$ cat src/rtl/errval_map_pipe.sv
// Two-stage LOCO-I prediction-error mapper: sign/modulo reduction and bias test in stage 1,
// MErrval mapping in stage 2, with valid/ready flow control and full throughput.
module errval_map_pipe #(
   parameter int unsigned BPP = 8,
   parameter int unsigned KW  = 4,
   parameter int unsigned CW  = 7
) (
   input  logic           clk,
   input  logic           rst,
   input  logic           in_valid,
   output logic           in_ready,
   input  logic [BPP:0]   errval_in,
   input  logic           sign_in,
   input  logic [KW-1:0]  k_in,
   input  logic [CW-1:0]  bq_in,
   input  logic [CW-1:0]  nq_in,
   output logic           out_valid,
   input  logic           out_ready,
   output logic [BPP-1:0] merrval_out,
   output logic [BPP-1:0] errval_out,
   output logic [KW-1:0]  k_out
);

   localparam logic signed [BPP+1:0] Half = {3'b001, {(BPP-1){1'b0}}};
   localparam logic signed [BPP+1:0] Full = {2'b01, {BPP{1'b0}}};

   logic                  s1_valid_q, s1_valid_d;
   logic                  s2_valid_q, s2_valid_d;
   logic                  s2_load, in_acc;
   logic [BPP-1:0]        s1_r_q;
   logic                  s1_special_q;
   logic [KW-1:0]         s1_k_q;
   logic [BPP-1:0]        merr_q, err_q;
   logic [KW-1:0]         k_q;

   logic signed [BPP+1:0] e_ext, e, e_red;
   logic [BPP-1:0]        r_c;
   logic [CW+1:0]         bias_sum;
   logic                  special_c;
   logic [BPP-1:0]        dbl, sp, merr_c;
   logic                  unused_red_hi;

   // Flow control
   always_comb begin
      s2_load    = s1_valid_q && (!s2_valid_q || out_ready);
      in_ready   = !s1_valid_q || s2_load;
      in_acc     = in_valid && in_ready;
      s1_valid_d = s1_valid_q;
      if (in_acc) begin
         s1_valid_d = 1'b1;
      end else if (s2_load) begin
         s1_valid_d = 1'b0;
      end
      s2_valid_d = s2_valid_q;
      if (s2_load) begin
         s2_valid_d = 1'b1;
      end else if (out_ready) begin
         s2_valid_d = 1'b0;
      end
   end

   // Stage 1: sign, modulo reduction into [-2^(BPP-1), 2^(BPP-1)-1], bias condition
   always_comb begin
      e_ext = {errval_in[BPP], errval_in};
      e     = sign_in ? -e_ext : e_ext;
      e_red = e;
      if (e < -Half) begin
         e_red = e + Full;
      end else if (e >= Half) begin
         e_red = e - Full;
      end
      r_c       = e_red[BPP-1:0];
      // 2*B + N in CW+2 bits cannot overflow; non-positive means sign set or zero
      bias_sum  = {bq_in[CW-1], bq_in, 1'b0} + {2'b00, nq_in};
      special_c = (k_in == '0) && (bias_sum[CW+1] || (bias_sum == '0));
   end

   // After reduction the upper bits only repeat the sign
   assign unused_red_hi = ^e_red[BPP+1:BPP];

   // Stage 2: r >= 0 -> 2r + s; r < 0 -> 2|r| - 1 - s, where ~(2r) == -2r - 1
   always_comb begin
      dbl    = {s1_r_q[BPP-2:0], 1'b0};
      sp     = {{(BPP-1){1'b0}}, s1_special_q};
      merr_c = s1_r_q[BPP-1] ? (~dbl - sp) : (dbl + sp);
   end

   always_ff @(posedge clk) begin
      if (rst) begin
         s1_valid_q   <= 1'b0;
         s2_valid_q   <= 1'b0;
         s1_r_q       <= '0;
         s1_special_q <= 1'b0;
         s1_k_q       <= '0;
         merr_q       <= '0;
         err_q        <= '0;
         k_q          <= '0;
      end else begin
         s1_valid_q <= s1_valid_d;
         s2_valid_q <= s2_valid_d;
         if (in_acc) begin
            s1_r_q       <= r_c;
            s1_special_q <= special_c;
            s1_k_q       <= k_in;
         end
         if (s2_load) begin
            merr_q <= merr_c;
            err_q  <= s1_r_q;
            k_q    <= s1_k_q;
         end
      end
   end

   assign out_valid   = s2_valid_q;
   assign merrval_out = merr_q;
   assign errval_out  = err_q;
   assign k_out       = k_q;

endmodule
$ cat config.mk
export PLATFORM = sky130hd
export DESIGN_NAME = errval_map_pipe
export DESIGN_NICKNAME = d
export VERILOG_FILES = /design/src/rtl/errval_map_pipe.sv
export SDC_FILE = /design/constraint.sdc
export NUM_CORES = 1
export LEC_CHECK = 0
export ABC_AREA = 1
export CAP_MARGIN = 20
export CORE_UTILIZATION = 42
export CTS_CLUSTER_SIZE = 12
export DETAILED_ROUTE_END_ITERATION = 16
export GPL_TIMING_DRIVEN = 0
export PLACE_DENSITY = 0.78
export SETUP_SLACK_MARGIN = 0.3
export SLEW_MARGIN = 30
export SYNTH_ARGS = -nofsm -noshare
export SYNTH_HDL_FRONTEND = slang
export SYNTH_SLANG_ARGS = --single-unit
$ cat constraint.sdc
create_clock -name clk -period 1.86 [get_ports clk]
set_input_delay 0.558 -clock clk [delete_from_list [all_inputs] [get_ports clk]]
set_output_delay 0.558 -clock clk [all_outputs]
set_load 0.005 [all_outputs]
==> results of run 1 <==
area by class of cell:
type                    instances  share of cell area (%)
plain buffers                   7                    1.50
well taps                      50                    2.51
clock buffers                   6                    2.91
clock inverters                 2                   0.501
inverters                      22                    3.31
multi-input cells             175                    40.6
flip-flops and latches         35                    28.5
repair buffers                 56                    20.2
worst max-delay path, delay by kind of cell:
family                   cells  cell delay [ns]
AND/OR/NAND/NOR              7             0.54
adder cells (fa/ha/maj)      2             0.63
buffers and inverters        2             0.10
AO/OA/AOI/OAI                1             0.11
layer usage:
metal / track usage [%] / vias up / part of all wire (%)
met3: 5.86 / 2 / 4.4
met5: 0 / - / 0
met4: 6.91 / 0 / 0.60
li1: - / 906 / -
met1: 24.8 / 758 / 47
met2: 33.7 / 46 / 48
cell usage after synthesis, drive strengths merged:
cell / count
nand3: 9
xnor2: 4
nor4: 1
xor2: 3
a21oi: 20
o211a: 1
buf: 5
nor3: 4
o221ai: 1
nand2: 67
a31oi: 8
nand4: 1
nor2: 26
clkbuf: 2
or2: 2
inv: 22
o21ai: 18
ha: 7
nand3b: 2
fa: 1
dfxtp: 35
state kept, by name, summed over array words and instances, names as in the netlist:
| register | flops |
|---|---|
| errval_out | 8 |
| s1_special_q | 1 |
| s1_k_q | 4 |
| k_out | 4 |
| out_valid | 1 |
| s1_r_q | 8 |
| merrval_out | 8 |
| s1_valid_q | 1 |
stage by stage:
step	utilization (%)	hold WS [ns]	setup WS [ns]	area, µm²	instances
final	62.4	0.460	0.139	2500	353
after CTS	62.0	0.463	0.123	2480	353
after global routing	62.4	0.475	0.0465	2500	353
after detailed placement	58.5	0.456	-0.627	2340	341
after global placement	58.5	0.453	-0.565	2340	341
after floorplan	-	0.439	0.0720	1760	239
what timing repair did:
item	in CTS	in global routing
cloned	0	0
pin swaps	14	8
setup buffers	4	0
resized for setup	74	12
endpoints found under the setup margin	39	10
worst paths after layout:
path | to | slack, ns
max | s1_special_q | 0.14
max reg2reg | merrval_out[1] | 0.45
min reg2reg | errval_out[5] | 0.46
min | errval_out[5] | 0.46
cell families (layout without fill, tap and decap cells):
logic type	after synthesis	in the layout
buffers and inverters	29	93
AND/OR/NAND/NOR	112	112
adder cells (fa/ha/maj)	8	8
AO/OA/AOI/OAI	48	48
flip-flops	35	35
XOR/XNOR	7	7
power breakdown:
| part | internal, mW | switching, mW | leakage [nW] | total, mW |
|---|---|---|---|---|
| sequential | 0.797 | 0.0256 | 0.291 | 0.823 |
| combinational | 0.177 | 0.182 | 0.821 | 0.359 |
| clock | 0.261 | 0.263 | 0.0412 | 0.525 |
==> report_table.html, run 1 <==
<table>
<tr><th>Metric</th><th>Value</th></tr>
<tr><th colspan="2">Place</th></tr>
<tr><td>Detailed placement HPWL</td><td>between 2000 and 3000 µm</td></tr>
<tr><td>Weighted congestion at the end of routability-driven global placement</td><td>a little over 0.8</td></tr>
<tr><td>Number of buffers added on ports</td><td>52</td></tr>
<tr><th colspan="2">Worst hold path</th></tr>
<tr><td>Hold path startpoint</td><td>errval_out[5]</td></tr>
<tr><td>Worst Hold Depth</td><td>2</td></tr>
<tr><td>Type of the most critical hold path</td><td>register to register</td></tr>
<tr><th colspan="2">Synth</th></tr>
<tr><td>Yosys top cell by area</td><td>sky130_fd_sc_hd__dfxtp_1</td></tr>
<tr><td>Area fraction of the dominant cell type after synthesis</td><td>40.3%</td></tr>
<tr><td>Compound-cell area share of the yosys netlist</td><td>15.1%</td></tr>
<tr><td>Netlist area before placement</td><td>0.00174 mm²</td></tr>
<tr><td>Synth Area in XOR/XNOR</td><td>3.52%</td></tr>
<tr><td>Area share of fa/ha/maj cells after synthesis</td><td>6.18%</td></tr>
<tr><td>Dominant cells by area after synthesis</td><td>sky130_fd_sc_hd__dfxtp_1 40%, sky130_fd_sc_hd__nand2_1 14%, sky130_fd_sc_hd__a21oi_1 5.5%, sky130_fd_sc_hd__nor2_1 5.4%, sky130_fd_sc_hd__o21ai_0 5.2%</td></tr>
<tr><td>Count of unique library cells instantiated by Yosys</td><td>30</td></tr>
<tr><td>Gate count of the mapped netlist</td><td>239</td></tr>
<tr><td>Post-synthesis sequential area ratio</td><td>40.3%</td></tr>
<tr><td>Synthesized flop and latch total</td><td>35</td></tr>
<tr><td>Share of cell area taken by muxes after synthesis</td><td>0%</td></tr>
<tr><td>Warnings, synthesis</td><td>0</td></tr>
<tr><td>Average cell area after synthesis</td><td>7.28 µm²</td></tr>
<tr><td>Dominant combinational cell family by area after synthesis</td><td>simple AND/OR/NAND/NOR gates</td></tr>
<tr><td>Share of synthesized cell area in and, or, nand and nor gates</td><td>28.3%</td></tr>
<tr><td>Synthesized Nets</td><td>279</td></tr>
<tr><th colspan="2">Timing</th></tr>
<tr><td>Final critical delay including setup and external delays</td><td>1.72 ns</td></tr>
<tr><td>Peak Freq</td><td>0.581 GHz</td></tr>
<tr><td>Portion of the clock cycle consumed by the worst path in the final layout</td><td>between 90% and 100%</td></tr>
<tr><td>Final Hold Fails</td><td>0</td></tr>
<tr><td>Pin slew with the least headroom to its limit</td><td>between 0.2 and 0.3 ns</td></tr>
<tr><td>Relative slew margins</td><td>roughly 83%</td></tr>
<tr><td>RSZ-0062 raised after global routing</td><td>yes</td></tr>
<tr><td>Final clock skew</td><td>0.00444 ns</td></tr>
<tr><td>Max-slew violation count</td><td>0</td></tr>
<tr><td>Setup violators final</td><td>0</td></tr>
<tr><td>Sum of negative setup slack</td><td>0 ns</td></tr>
<tr><th colspan="2">Drt</th></tr>
<tr><td>Average routed wire per standard cell</td><td>11.3 µm</td></tr>
<tr><td>DRC</td><td>0</td></tr>
<tr><td>Via total after detailed routing</td><td>~1,700</td></tr>
<tr><td>ANT nets after route</td><td>0</td></tr>
<tr><td>Routed Wire Length</td><td>3990 µm</td></tr>
<tr><td>Number of vias per cell</td><td>4.85</td></tr>
<tr><td>Detailed-routing iteration count for the pre-antenna-repair pass</td><td>4</td></tr>
<tr><td>Number of violations reported at the end of detailed-routing iteration 0</td><td>113</td></tr>
<tr><th colspan="2">CTS</th></tr>
<tr><td>TritonCTS clock tree</td><td>built</td></tr>
<tr><td>Worst-path clk slew</td><td>about 0.070 ns</td></tr>
<tr><td>Number of hold-repair buffers added at the cts stage</td><td>0</td></tr>
<tr><td>Clk Latency, worst-skew pair</td><td>~0.28 ns</td></tr>
<tr><td>Clk Tree Root Cell</td><td>sky130_fd_sc_hd__clkbuf_8</td></tr>
<tr><td>Bufs on Longest Clock Path</td><td>2</td></tr>
<tr><td>Sinks on Clock Net</td><td>35</td></tr>
<tr><td>Number of buffers created by CTS</td><td>5</td></tr>
<tr><td>Clock H-tree levels</td><td>2</td></tr>
<tr><th colspan="2">Floorplanning</th></tr>
<tr><td>Chip Width</td><td>between 60 and 70 µm</td></tr>
<tr><td>Initial core utilization</td><td>43.5%</td></tr>
<tr><td>Cell row count</td><td>23</td></tr>
<tr><td>Die extent in y</td><td>66.4 µm</td></tr>
<tr><td>Number of top-level design ports</td><td>54</td></tr>
<tr><td>Core area</td><td>0.00400 mm²</td></tr>
<tr><td>Die outline area</td><td>around 0.0044 mm²</td></tr>
<tr><th colspan="2">Setup path</th></tr>
<tr><td>Most repeated library cell on the critical path</td><td>sky130_fd_sc_hd__nand2_1</td></tr>
<tr><td>WP data required</td><td>approximately 2.1 ns</td></tr>
<tr><td>Critical path launch point type</td><td>primary input</td></tr>
<tr><td>Cell type of the slowest stage on the worst timing path</td><td>sky130_fd_sc_hd__fa_2</td></tr>
<tr><td>Worst R2R Path Depth</td><td>7</td></tr>
<tr><td>Element type at the critical path end</td><td>register</td></tr>
<tr><td>Launch point of the worst path</td><td>nq_in[1]</td></tr>
<tr><td>Critical path, cell by cell</td><td>buf_6 &gt; ha_4 &gt; inv_2 &gt; fa_2 &gt; nand2_1 &gt; nor2_1 &gt; nand2_1 &gt; nor2_2 &gt; nand3_1 &gt; nand2_1 &gt; nand2_1 &gt; a21oi_2</td></tr>
<tr><td>Longest individual stage delay on the worst path</td><td>0.51 ns</td></tr>
<tr><td>CP Class</td><td>primary input to register</td></tr>
<tr><td>Reg-to-reg critical path startpoint</td><td>out_valid</td></tr>
<tr><td>Largest fanout of any net on the critical path</td><td>2</td></tr>
<tr><td>Data arrival time at the worst-slack endpoint</td><td>1.94 ns</td></tr>
<tr><th colspan="2">Global route</th></tr>
<tr><td>Largest net degree at the start of global routing</td><td>12</td></tr>
<tr><td>Leftover overflow at the end of global routing</td><td>0</td></tr>
<tr><td>Total Routing Usage GR</td><td>20.3%</td></tr>
<tr><td>Wire length of the first global-routing pass</td><td>6800 µm</td></tr>
<tr><td>Initial antenna violation count</td><td>0</td></tr>
<tr><td>Vias in the first global route</td><td>1,585</td></tr>
<tr><th colspan="2">Final layout</th></tr>
<tr><td>Sequential standard cell area</td><td>711 µm²</td></tr>
<tr><td>Number of nets at the end of the flow</td><td>342</td></tr>
<tr><td>Area delta synth-&gt;final</td><td>43.5%</td></tr>
<tr><td>Most frequent cells in the layout</td><td>65 x sky130_fd_sc_hd__nand2_1, 31 x sky130_fd_sc_hd__dlygate4sd2_1, 27 x sky130_fd_sc_hd__dfxtp_1</td></tr>
<tr><td>Count of inserted antenna diode cells</td><td>0</td></tr>
<tr><td>Most frequent standard cell in the layout excluding fill and tap cells</td><td>sky130_fd_sc_hd__nand2_1</td></tr>
<tr><td>Share of layout cells above drive strength 1</td><td>about 18%</td></tr>
<tr><td>Area of the multi-input gates</td><td>around 0.0010 mm²</td></tr>
<tr><td>Fillers</td><td>~370</td></tr>
<tr><th colspan="2">Status</th></tr>
<tr><td>Result of the run</td><td>completed</td></tr>
<tr><th colspan="2">Power</th></tr>
<tr><td>Overall power of the completed layout</td><td>1.71 mW</td></tr>
<tr><td>Static Leak</td><td>1.15 nW</td></tr>
<tr><td>Power density normalized to cell area</td><td>approximately 700 mW/mm²</td></tr>
<tr><td>Maximum ir drop on the vdd rail</td><td>0.308 mV</td></tr>
<tr><th colspan="2">Flow run</th></tr>
<tr><td>Max-cap viol count</td><td>0</td></tr>
</table>
Power figures use the tool's default switching activity.
==> run 2, diff against run 1 <==
--- a/config.mk
+++ b/config.mk
@@ -11,7 +11,7 @@
 export CTS_CLUSTER_SIZE = 12
 export DETAILED_ROUTE_END_ITERATION = 16
 export GPL_TIMING_DRIVEN = 0
-export PLACE_DENSITY = 0.78
+export PLACE_DENSITY_LB_ADDON = 0.05
 export SETUP_SLACK_MARGIN = 0.3
 export SLEW_MARGIN = 30
 export SYNTH_ARGS = -nofsm -noshare
==> run 2 against run 1 <==
Against the previous run: non-clock buffer count shrank 1; utilization shrank 0.53 points; clock power shrank 2%; hold slack gained 0.0036 ns; total power shrank 0.82%; die area is the same; register-to-register slack lost 0.04 ns; sequential share of layout area grew 0.30 points.
==> report_table.html, run 2 (synthesis gave the netlist of run 1 again) <==
<table>
<tr><th>Metric</th><th>Value</th></tr>
<tr><th colspan="2">Worst hold path</th></tr>
<tr><td>Type of the most critical hold path</td><td>register to register</td></tr>
<tr><th colspan="2">Setup path</th></tr>
<tr><td>CP Class</td><td>primary input to register</td></tr>
<tr><td>Crit path max-delay family</td><td>adder cells</td></tr>
<tr><td>Data arrival time at the worst-slack endpoint</td><td>1.91 ns (-0.03 ns)</td></tr>
<tr><td>Critical path launch point type</td><td>primary input</td></tr>
<tr><td>Longest individual stage delay on the worst path</td><td>0.52 ns (about the same)</td></tr>
<tr><td>Element type at the critical path end</td><td>register</td></tr>
<tr><td>Bufs and invs on worst path</td><td>2 (unchanged)</td></tr>
<tr><td>Cell type of the slowest stage on the worst timing path</td><td>sky130_fd_sc_hd__fa_2</td></tr>
<tr><td>Most repeated library cell on the critical path</td><td>sky130_fd_sc_hd__nand2_1</td></tr>
<tr><td>WP data required</td><td>2.08 ns (about the same)</td></tr>
<tr><td>Critical path, cell by cell</td><td>buf_6 &gt; ha_4 &gt; inv_2 &gt; fa_2 &gt; nand2_1 &gt; nor2_1 &gt; nand2_1 &gt; nor2_2 &gt; nand3_1 &gt; nand2_1 &gt; nand2_1 &gt; a21oi_2</td></tr>
<tr><td>Largest fanout of any net on the critical path</td><td>2 (unchanged)</td></tr>
<tr><th colspan="2">Timing</th></tr>
<tr><td>Final Hold Fails</td><td>0 (unchanged)</td></tr>
<tr><td>Max-slew violation count</td><td>0 (unchanged)</td></tr>
<tr><td>RSZ-0062 raised after global routing</td><td>yes</td></tr>
<tr><td>Peak Freq</td><td>0.593 GHz (+2.1%)</td></tr>
<tr><td>Setup violators final</td><td>0 (unchanged)</td></tr>
<tr><td>Pin slew with the least headroom to its limit</td><td>0.244 ns (-0.0121 ns)</td></tr>
<tr><td>Portion of the clock cycle consumed by the worst path in the final layout</td><td>90.7% (-1.9 points)</td></tr>
<tr><td>Relative slew margins</td><td>83.6% (+0.69 points)</td></tr>
<tr><td>Final critical delay including setup and external delays</td><td>1.69 ns (-0.0346 ns)</td></tr>
<tr><td>Worst hold margin</td><td>0.464 ns (+0.00365 ns)</td></tr>
<tr><td>Final clock skew</td><td>0.00611 ns (+0.00168 ns)</td></tr>
<tr><th colspan="2">CTS</th></tr>
<tr><td>Clk Latency, worst-skew pair</td><td>0.29 ns (about the same)</td></tr>
<tr><td>Worst-path clk slew</td><td>0.07 ns (about the same)</td></tr>
<tr><td>Bufs on Longest Clock Path</td><td>2 (unchanged)</td></tr>
<tr><td>Number of buffers created by CTS</td><td>5 (unchanged)</td></tr>
<tr><td>Sinks on Clock Net</td><td>35 (unchanged)</td></tr>
<tr><td>Clock H-tree levels</td><td>2 (unchanged)</td></tr>
<tr><td>Clk Tree Root Cell</td><td>sky130_fd_sc_hd__clkbuf_8</td></tr>
<tr><td>TritonCTS clock tree</td><td>built</td></tr>
<tr><td>Number of hold-repair buffers added at the cts stage</td><td>0 (unchanged)</td></tr>
<tr><th colspan="2">Global route</th></tr>
<tr><td>Met3 layer usage reported by global route</td><td>5.00% (-0.86 points)</td></tr>
<tr><td>Leftover overflow at the end of global routing</td><td>0 (unchanged)</td></tr>
<tr><td>Grt peak-use layer</td><td>met2</td></tr>
<tr><td>Initial antenna violation count</td><td>0 (unchanged)</td></tr>
<tr><td>Wire length of the first global-routing pass</td><td>6470 µm (-4.9%)</td></tr>
<tr><td>Met2 usage</td><td>32.0% (-1.7 points)</td></tr>
<tr><td>Vias in the first global route</td><td>1,484 (-6.4%)</td></tr>
<tr><td>Total Routing Usage GR</td><td>19.7% (-0.59 points)</td></tr>
<tr><td>Met1 GRT Util</td><td>23.8% (-0.97 points)</td></tr>
<tr><td>Largest net degree at the start of global routing</td><td>11 (-1)</td></tr>
<tr><th colspan="2">Final layout</th></tr>
<tr><td>Post-layout utilization of the core</td><td>61.9% (-0.53 points)</td></tr>
<tr><td>Most frequent standard cell in the layout excluding fill and tap cells</td><td>sky130_fd_sc_hd__nand2_1</td></tr>
<tr><td>Area delta synth-&gt;final</td><td>42.3%</td></tr>
<tr><td>Count of inserted antenna diode cells</td><td>0 (unchanged)</td></tr>
<tr><td>Number of nets at the end of the flow</td><td>341 (-0.29%)</td></tr>
<tr><td>Share of layout cells above drive strength 1</td><td>18.2% (-0.27 points)</td></tr>
<tr><td>Most frequent cells in the layout</td><td>64 x sky130_fd_sc_hd__nand2_1, 32 x sky130_fd_sc_hd__dlygate4sd2_1, 26 x sky130_fd_sc_hd__dfxtp_1</td></tr>
<tr><th colspan="2">Floorplanning</th></tr>
<tr><td>Cell row count</td><td>23 (unchanged)</td></tr>
<tr><td>Core area</td><td>0.00400 mm² (unchanged)</td></tr>
<tr><td>Initial core utilization</td><td>43.5% (unchanged)</td></tr>
<tr><td>Number of top-level design ports</td><td>54 (unchanged)</td></tr>
<tr><td>Die extent in y</td><td>66.4 µm (unchanged)</td></tr>
<tr><td>Die outline area</td><td>0.00440 mm² (unchanged)</td></tr>
<tr><td>Chip Width</td><td>66.4 µm (unchanged)</td></tr>
<tr><th colspan="2">Power</th></tr>
<tr><td>Switching portion of total power</td><td>27.1% (-0.55 points)</td></tr>
<tr><td>Power density normalized to cell area</td><td>683 mW/mm² (about the same)</td></tr>
<tr><td>Overall power of the completed layout</td><td>1.69 mW (-0.82%)</td></tr>
<tr><td>Register share of total power</td><td>48.7% (+0.5 points)</td></tr>
<tr><td>Internal power</td><td>1.23 mW (about the same)</td></tr>
<tr><td>Part of the power in the clock network</td><td>30.5% (-0.2 points)</td></tr>
<tr><td>Static Leak</td><td>1.13 nW (-1.8%)</td></tr>
<tr><td>NetSw</td><td>0.458 mW (-2.8%)</td></tr>
<tr><td>Maximum ir drop on the vdd rail</td><td>0.298 mV (-3.3%)</td></tr>
<tr><td>Relative contribution of combinational cells to total power</td><td>20.8% (-0.2 points)</td></tr>
<tr><th colspan="2">Flow run</th></tr>
<tr><td>Max-cap viol count</td><td>0 (unchanged)</td></tr>
<tr><th colspan="2">Drt</th></tr>
<tr><td>ANT nets after route</td><td>0 (unchanged)</td></tr>
<tr><td>Average routed wire per standard cell</td><td>10.9 µm (-3.6%)</td></tr>
<tr><td>Via total after detailed routing</td><td>1,720 (+0.47%)</td></tr>
<tr><td>DRC</td><td>0 (unchanged)</td></tr>
<tr><td>Number of vias per cell</td><td>4.89 (+0.75%)</td></tr>
<tr><td>Number of violations reported at the end of detailed-routing iteration 0</td><td>72 (-36%)</td></tr>
<tr><td>Detailed-routing iteration count for the pre-antenna-repair pass</td><td>4 (unchanged)</td></tr>
<tr><td>Routed Wire Length</td><td>3840 µm (-3.9%)</td></tr>
<tr><th colspan="2">Place</th></tr>
<tr><td>Weighted congestion at the end of routability-driven global placement</td><td>0.803 (-2.6%)</td></tr>
<tr><td>Number of buffers added on ports</td><td>52 (unchanged)</td></tr>
<tr><td>Detailed placement HPWL</td><td>2970 µm (+2.3%)</td></tr>
<tr><th colspan="2">Status</th></tr>
<tr><td>Result of the run</td><td>completed</td></tr>
</table>
[run 2: changes by cell type in the layout (fill, tap and decap cells not counted), sizes merged]
cell | before | now
clkdlybuf4s50 | 12 | 14
dlymetal6s2s | 2 | 0
buf | 14 | 13
clkbuf | 9 | 10
clkdlybuf4s15 | 1 | 0
clkinvlp | 1 | 0
dlygate4sd2 | 31 | 32
[run 2: layout make-up]
class                           count  area [µm²]
Tap cell                           50        62.6
Multi-Input combinational cell    175        1010
Timing Repair Buffer               55         492
Clock buffer                        7        76.3
Sequential cell                    35         712
Fill cell                         381        1520
Clock inverter                      1        5.00
Inverter                           22        82.6
Buffer                              7        37.5
[run 2: per-stage QoR]
stage               area, µm²  TNS [ns]  std cells  setup slack (ns)
floorplan                1760         0        239            0.0720
detailed placement       2340     -1.77        341            -0.574
finish                   2480         0        352             0.173
global placement         2340     -1.62        341            -0.557
global route             2480         0        352            0.0433
CTS                      2470         0        352             0.154
[run 2: worst register-to-register path, delay by kind of cell (launching register included)]
kind                   cells  cell delay [ns]
buffers and inverters      2             0.25
AOI/OAI and AO/OA          1             0.12
and+or+nand+nor            5             0.68
DFF                        1             0.32
[run 2: path summary, 6_finish.rpt]
kind	startpoint	endpoint	slack, ns	depth (start not counted)
worst max register to register	out_valid	s1_special_q	0.41	8
worst min-delay path	errval_out[0]	errval_out[0]	0.46	2
worst min register to register	errval_out[0]	errval_out[0]	0.46	2
worst max-delay path	bq_in[0]	s1_special_q	0.17	12
[run 2: layer usage]
metal / up-vias / wire [µm]
met2: 49 / 1750
met1: 753 / 1820
li1: 910 / -
met5: - / 0
met3: 8 / 166
met4: 0 / 95
[run 2: power by group through the flow]
| stage | Sequential (mW) | Clock, mW | Combinational, mW |
|---|---|---|---|
| global placement | 0.838 | 0 | 0.347 |
| detailed placement | 0.840 | 0 | 0.353 |
| finish | 0.824 | 0.517 | 0.352 |
| global route | 0.829 | 0.559 | 0.401 |
| CTS | 0.824 | 0.531 | 0.351 |
| floorplan | 0.836 | 0 | 0.188 |
[run 2: what timing repair did]
item                       4_1_cts  5_1_grt
setup endpoints to repair       42       12
pin swaps                        9        7
setup buffers                    3        0
gates resized for setup         76        7
